==> src/rtl/hazard_detection_unit_pkg.sv <==
// Shared pipeline definitions: stall cause encodings, the hard-wired zero
// register and the source/destination match helper used by ID hazard logic.
package hazard_detection_unit_pkg;

  localparam int REG_W = 5;

  // Register 0 always reads as zero, so it can never carry a dependency.
  localparam logic [REG_W-1:0] REG_ZERO = '0;

  typedef enum logic [1:0] {
    CAUSE_NONE   = 2'b00,
    CAUSE_LOAD   = 2'b01,
    CAUSE_BRANCH = 2'b10,
    CAUSE_MDU    = 2'b11
  } stall_cause_e;

  // True when a producer destination feeds a source the consumer really reads.
  function automatic logic src_match(input logic [REG_W-1:0] rd,
                                     input logic [REG_W-1:0] rs,
                                     input logic             use_src);
    return (rd != REG_ZERO) && (rd == rs) && use_src;
  endfunction

endpackage

==> src/rtl/hazard_detection_unit_mdu_scoreboard.sv <==
// Tracks the single in-flight multiply/divide: a countdown of cycles until its
// result is readable from the register file, and the register it will write.
module hazard_detection_unit_mdu_scoreboard
  import hazard_detection_unit_pkg::*;
#(
  parameter int MDU_LAT = 4
) (
  input  logic             clk,
  input  logic             rst,
  input  logic             mdu_issue,
  input  logic [REG_W-1:0] issue_rd,
  output logic             mdu_busy,
  output logic [REG_W-1:0] mdu_rd
);

  // The issue edge itself is the first latency cycle, so load one less.
  localparam logic [3:0] CNT_RELOAD = 4'(MDU_LAT - 1);

  logic [3:0] cnt;

  // Reload on issue (wins over the decrement), otherwise count down to zero.
  always_ff @(posedge clk or negedge rst) begin
    if (!rst) begin
      cnt    <= 4'd0;
      mdu_rd <= REG_ZERO;
    end else if (mdu_issue) begin
      cnt    <= CNT_RELOAD;
      mdu_rd <= issue_rd;
    end else if (cnt != 4'd0) begin
      cnt <= cnt - 4'd1;
    end
  end

  assign mdu_busy = (cnt != 4'd0);

endmodule

==> src/rtl/hazard_detection_unit.sv <==
// Decode-stage hazard detector: freezes PC and IF/ID and bubbles ID/EX for
// hazards forwarding cannot cover (load-use, ID branch operands, pending MDU
// results), squashes IF/ID on taken branches, and counts stalled cycles.
module hazard_detection_unit
  import hazard_detection_unit_pkg::*;
#(
  parameter int MDU_LAT = 4,
  parameter int CNT_W   = 32
) (
  input  logic             clk,
  input  logic             rst,
  input  logic [REG_W-1:0] RS1_IFID,
  input  logic [REG_W-1:0] RS2_IFID,
  input  logic             useRS1_ID,
  input  logic             useRS2_ID,
  input  logic             branch_ID,
  input  logic             branchTaken_ID,
  input  logic             mdu_ID,
  input  logic [REG_W-1:0] RD_IDEX,
  input  logic             writeBack_IDEX,
  input  logic             memRead_IDEX,
  input  logic             mdu_IDEX,
  input  logic [REG_W-1:0] RD_EXMEM,
  input  logic             memRead_EXMEM,
  output logic             PCWrite,
  output logic             IFIDWrite,
  output logic             IDEX_bubble,
  output logic             IFID_flush,
  output logic             mdu_busy,
  output logic [1:0]       stall_cause,
  output logic [CNT_W-1:0] stall_cycles
);

  logic [REG_W-1:0] mdu_rd;
  logic             ex_dep;
  logic             mem_dep;
  logic             mdu_dep;
  logic             load_use_haz;
  logic             branch_haz;
  logic             mdu_haz;
  logic             stall;
  stall_cause_e     cause;

  hazard_detection_unit_mdu_scoreboard #(
    .MDU_LAT (MDU_LAT)
  ) u_scoreboard (
    .clk       (clk),
    .rst       (rst),
    .mdu_issue (mdu_IDEX),
    .issue_rd  (RD_IDEX),
    .mdu_busy  (mdu_busy),
    .mdu_rd    (mdu_rd)
  );

  // Does the ID instruction read what EX, MEM or the pending MDU op will write.
  assign ex_dep  = src_match(RD_IDEX,  RS1_IFID, useRS1_ID) || src_match(RD_IDEX,  RS2_IFID, useRS2_ID);
  assign mem_dep = src_match(RD_EXMEM, RS1_IFID, useRS1_ID) || src_match(RD_EXMEM, RS2_IFID, useRS2_ID);
  assign mdu_dep = src_match(mdu_rd,   RS1_IFID, useRS1_ID) || src_match(mdu_rd,   RS2_IFID, useRS2_ID);

  // A load in EX delays its data past EX forwarding; an ID branch needs its
  // operands in ID, so any EX writer or a MEM load is too late for it.
  assign load_use_haz = memRead_IDEX && ex_dep;
  assign branch_haz   = branch_ID && ((writeBack_IDEX && ex_dep) || (memRead_EXMEM && mem_dep));
  assign mdu_haz      = mdu_busy && (mdu_dep || mdu_ID);
  assign stall        = load_use_haz || branch_haz || mdu_haz;

  // Cause priority and pipeline controls; a stalled branch is not yet resolved
  // so its flush is held back until it actually leaves ID.
  always_comb begin
    cause       = CAUSE_NONE;
    PCWrite     = 1'b1;
    IFIDWrite   = 1'b1;
    IDEX_bubble = 1'b0;
    IFID_flush  = branchTaken_ID;
    if (load_use_haz) begin
      cause = CAUSE_LOAD;
    end else if (branch_haz) begin
      cause = CAUSE_BRANCH;
    end else if (mdu_haz) begin
      cause = CAUSE_MDU;
    end
    if (stall) begin
      PCWrite     = 1'b0;
      IFIDWrite   = 1'b0;
      IDEX_bubble = 1'b1;
      IFID_flush  = 1'b0;
    end
  end

  assign stall_cause = cause;

  // Saturating count of stalled cycles for performance readout.
  always_ff @(posedge clk or negedge rst) begin
    if (!rst) begin
      stall_cycles <= '0;
    end else if (stall && (stall_cycles != '1)) begin
      stall_cycles <= stall_cycles + CNT_W'(1);
    end
  end

endmodule

==> config.mk <==
export PLATFORM = sky130hd
export DESIGN_NAME = hazard_detection_unit
export DESIGN_NICKNAME = d
export VERILOG_FILES = /design/src/rtl/hazard_detection_unit_pkg.sv /design/src/rtl/hazard_detection_unit_mdu_scoreboard.sv /design/src/rtl/hazard_detection_unit.sv
export SDC_FILE = /design/constraint.sdc
export NUM_CORES = 1
export LEC_CHECK = 0
export ABC_AREA = 1
export BUFFER_PORTS_ARGS = -buffer_cell sky130_fd_sc_hd__buf_2
export CAP_MARGIN = 40
export CORE_ASPECT_RATIO = 1.1
export CORE_MARGIN = 2
export CORE_UTILIZATION = 40
export CTS_CLUSTER_DIAMETER = 30
export CTS_CLUSTER_SIZE = 24
export DETAILED_ROUTE_END_ITERATION = 10
export PLACE_DENSITY = 0.61
export RECOVER_POWER = 50
export SLEW_MARGIN = 20
export SYNTH_ARGS = -nofsm -noshare
export SYNTH_HDL_FRONTEND = slang
export SYNTH_HIERARCHICAL = 1
export SYNTH_SLANG_ARGS = --single-unit
==> constraint.sdc <==
create_clock -name clk -period 2.2 [get_ports clk]
set_input_delay 0.11 -clock clk [delete_from_list [all_inputs] [get_ports clk]]
set_output_delay 0.11 -clock clk [all_outputs]
set_load 0.01 [all_outputs]
Yosys cells after proc, flatten, opt, wreduce, memory -nomap -nowiden. Index checks and enable logic that the tools add are counted.

Add/subtract/negate cells: 2. Equality and inequality tests: 7. Mux-type cells: 8. Reduce and logical (&&, ||, !) cells: 30.

Operators by type and width (number): 32-bit by 1-bit adder with 32-bit output (second input constant) (1); 32-bit inequality test (second input constant) (1); 5-bit equality test (6); 1-bit logical AND (18); 5-bit nonzero test (3); 4-bit 2-to-1 mux (2); 1-bit logical OR (7); 2-bit 2-to-1 mux (3); 4-bit nonzero test (1); 4-bit by 1-bit subtractor with 4-bit output (second input constant) (1); 1-bit 2-to-1 mux (3); 2-bit nonzero test (1).

Register bits: 41. Input port bits: 31. Output and inout port bits: 39. Logic and storage cells: 50.

Depth between registers and ports, before layout.
Depth after elaboration: 10. Mapped depth: 14. Gate-level depth less buffers: 13.

Modules after synthesis. The synthesis kept the hierarchy.

By module, submodules not included: hazard_detection_unit (instances 1, cells each 438, area an instance 2705.1 um^2, seq. area each 800.8 um^2); hazard_detection_unit_mdu_scoreboard (instances 1, cells each 47, area an instance 401.6 um^2, seq. area each 225.2 um^2).

Least setup slack after synthesis. Ideal clock, no wire load.

Path kind: reg-to-reg. From: reg stall_cycles[0]. To: reg stall_cycles[18]. Setup time: 0.117 ns. Arrival: 1.707 ns. Required time: 2.083 ns. Setup slack: 0.376 ns. Cell stages (with the launch flop): 11. Buffers on the path: 1. Clock period less this slack: 1.824 ns. Cells stage by stage: dfrtp_1 ha_1 inv_1 nor2_4 nand2_2 nor3_2 nor4b_2 nand2_2 buf_2 nand3_1 nand2_1.

Word-level cells in the longest chain between the ends: 2. Elaborated cells on any way between the ends: 3. Classes of those cells: add/sub: 1; eq/ne: 1; reduce/logical: 1.

RTL lines: start: declaration (RTL line hazard_detection_unit.sv:31) `output logic [CNT_W-1:0] stall_cycles`; start signal: assignment (RTL line hazard_detection_unit.sv:97) `stall_cycles <= stall_cycles + CNT_W'(1);`; parallel branches: the longest is 2 deep, another holds 32-bit by 1-bit adder with 32-bit output.

Parallel ways; which one is timed is not known. A chain may end at the register's enable or synchronous reset.

Final worst setup path.
From: reg stall_cycles[1]. To: reg stall_cycles[26].

Same word-level chain as after synthesis.

==> results.json <==
{
  "status": "completed",
  "path_max_fanout": 32,
  "place_area_sq_um": 3580,
  "htreeDepth": 2,
  "finalHoldViolCount": 0,
  "setup.worst_path.end": "stall_cycles[26]",
  "drtPass1Iterations": 5,
  "drc": 0,
  "internal_power_mw": 1.22,
  "wl_per_cell_um": 13.1,
  "cts_tree": "yes",
  "dp_cells": 656,
  "cts_made_buffers": 5,
  "crit_slowest_cell": "dfrtp_1",
  "clockBufferDepth": 2,
  "rrSetupSlack_ns": 0.20,
  "final_cell_mix": "nand2_1 (193), nand3_1 (55), buf_2 (54)",
  "rows": 33,
  "routed_wl_um": 8740,
  "power.density_nw_per_um2": 522,
  "synth.top_cells.by_area": "dfrtp_1 (33%), nand2_1 (23%), nand3_1 (8.9%), nor2_1 (6.2%), xor2_1 (5.9%)",
  "timing.rr.start": "stall_cycles[1]",
  "path_buf_inv": 1,
  "seq_area_frac_synth_pct": 33.0,
  "cp.required_ns": 2.44,
  "finalClockSkew_ns": 0.00716,
  "clock_sinks": 41,
  "stdcell_area_sq_um": 3640,
  "min_path_type": "input port to flip-flop",
  "critPathArrivalTime_ns": 2.23,
  "antenna-diode-count": 0,
  "slew_headroom_pct": 23.2,
  "first_iter_violations": 152,
  "core_area_sq_um": 7510,
  "areaGrowthSynthToFinish_pct": 17.2,
  "critical_path_depth": 10,
  "multi_input_area_sq_um": 1850,
  "gp_congestion": 0.980,
  "antenna_left": 0,
  "r2r-end": "stall_cycles[26]",
  "grt_pass1_vias": 3033,
  "period_minus_slack_ns": 2.00,
  "insertion_delay_ns": 0.30,
  "grt_util_all_layers_pct": 22.0,
  "path_class": "flip-flop to flip-flop",
  "tns_ns": 0,
  "syn-instance-count": 485,
  "crit_family": "simple AND/OR/NAND/NOR gates",
  "start_util_pct": 41.3,
  "fin_ws_ns": 0.203,
  "p_clk_share_pct": 25.3,
  "combPwrFrac_pct": 27.9,
  "seq_area_sq_um": 1030,
  "r2r_cells": 10,
  "via_per_inst": 4.87,
  "hold-worst-slack_ns": 0.0749,
  "synth.avg_cell_area_sq_um": 6.41,
  "setup_viol": 0,
  "power_mw": 1.90,
  "slowest_delay_ns": 0.42,
  "p_leak_nw": 1.95,
  "antenna_found_initial": 0,
  "setup.worst_path.start": "stall_cycles[1]",
  "cts_root_buf": "clkbuf_8",
  "port_buffers": 69,
  "grt_pass1_wl_um": 14500,
  "die_w_um": 88.0,
  "syn_area_sq_um": 3110,
  "syn_nets": 518,
  "endpoint_kind": "flip-flop",
  "grt-ovfl-total": 0,
  "p_switching_uw": 677,
  "drv_cap": 0,
  "synth_top_cell_area_share_pct": 33.0,
  "layout_commonest_cell": "nand2_1",
  "seq_power_share_pct": 46.8,
  "synth_cell_types": 26,
  "yosysWarnings": 6,
  "critPathLaunchType": "flip-flop",
  "die_area_sq_um": 8490,
  "ys_ff_latch": 41,
  "path_cells": "ha_1 > inv_1 > nor2_4 > nand2_2 > nor3_2 > nor4b_2 > nand2_2 > nand2_4 > nand2_1 > nand2_1",
  "drv_slew": 0,
  "rsz0062_at_grt": "false",
  "grt_max_degree": 33,
  "peakVddDrop_uv": 290,
  "layout-drive-gt1-share_pct": 14.5,
  "switching_share_pct": 35.6,
  "place_ws_ns": 0.228,
  "worst_slew_pin_slew_ns": 1.15,
  "num_vias": 3239,
  "clkSlewWorstSetupHoldPaths_ns": 0.08,
  "fill_cells": 844,
  "hpwl_um": 6970,
  "fmaxAchievable_mhz": 501,
  "synth_top_cell_by_area": "dfrtp_1",
  "final_cells": 665,
  "die_y_um": 96.4,
  "min_period_over_period_pct": 90.8,
  "nets": 592,
  "num_io_pins": 70,
  "utilization_pct": 48.5
}
[area by class of cell]
| class | count | share of cell area (%) |
|---|---|---|
| Timing Repair Buffer | 77 | 10.6 |
| Inverter | 44 | 4.54 |
| Clock buffer | 8 | 2.20 |
| Multi-Input combinational cell | 390 | 50.9 |
| Sequential cell | 41 | 28.2 |
| Tap cell | 105 | 3.61 |
[power by group through the flow]
stage / Clock (mW) / Combinational [mW] / Sequential (mW)
after global routing: 0.529 / 0.615 / 0.899
final: 0.481 / 0.530 / 0.889
after global placement: 0 / 0.532 / 0.901
after detailed placement: 0 / 0.542 / 0.904
after floorplan: 0 / 0.346 / 0.912
after CTS: 0.499 / 0.546 / 0.888
[registers in the layout (all words and copies together), names as in the netlist]
register             flops
u_scoreboard/mdu_rd      5
u_scoreboard/cnt         4
stall_cycles            32
[cell usage after synthesis]
master    count
a21boi_0      1
a21oi_1       1
buf_2         6
buf_4         1
buf_6         3
dfrtp_1      41
ha_1          2
inv_1        42
inv_2         2
nand2_1     193
nand2_2       4
nand2_4       1
nand3_1      55
nand3_2       2
nand4_1       6
nor2_1       51
nor2_2        2
nor2_4        1
nor3_1       17
nor3_2        2
nor3b_1       1
nor4_1        3
nor4b_2       1
o21ai_0      16
xnor2_1      10
xor2_1       21
[cell families (layout without fill, tap and decap cells)]
family / Yosys count / in the layout / share of synthesized area [%]
and+or+nand+nor: 339 / 339 / 46.8
buffers and inverters: 54 / 129 / 7.61
DFF: 41 / 41 / 33.0
xor gates and xnor gates: 31 / 31 / 8.74
AOI/OAI and AO/OA: 18 / 18 / 2.98
adders and majority gates: 2 / 2 / 0.805
[worst reg2reg max path, cell delays in order (launching register included)]
cell	delay, ns
dfrtp_1	0.42
ha_1	0.24
inv_1	0.13
nor2_4	0.14
nand2_2	0.10
nor3_2	0.10
nor4b_2	0.23
nand2_2	0.12
nand2_4	0.30
nand2_1	0.10
nand2_1	0.07
[how the worst min path moves through the flow]
stage	start	endpoint	slack, ns	cells past startpoint
after detailed placement	rst	u_scoreboard/cnt[2]	0.12	1
final	RD_IDEX[4]	u_scoreboard/mdu_rd[4]	0.07	3
after global routing	RD_IDEX[4]	u_scoreboard/mdu_rd[4]	0.09	3
after CTS	RD_IDEX[4]	u_scoreboard/mdu_rd[4]	0.07	3
after floorplan	rst	stall_cycles[0]	-0.19	0
after global placement	rst	u_scoreboard/cnt[3]	0.29	1
[layer usage]
metal,vias up,GRT usage [%],wire [um]
met5,-,0,0
met4,0,5.81,97
met3,8,3.65,415
met2,75,35.5,4010
met1,1475,30.7,4220
li1,1681,-,-
[what timing repair did]
action	CTS	global route
hold buffers	1	0
resized for setup	0	1
buffers inserted	0	0
hold endpoints to repair	19	0
endpoints found under the setup margin	0	3
No activity file was read; power rests on OpenSTA's default activity.
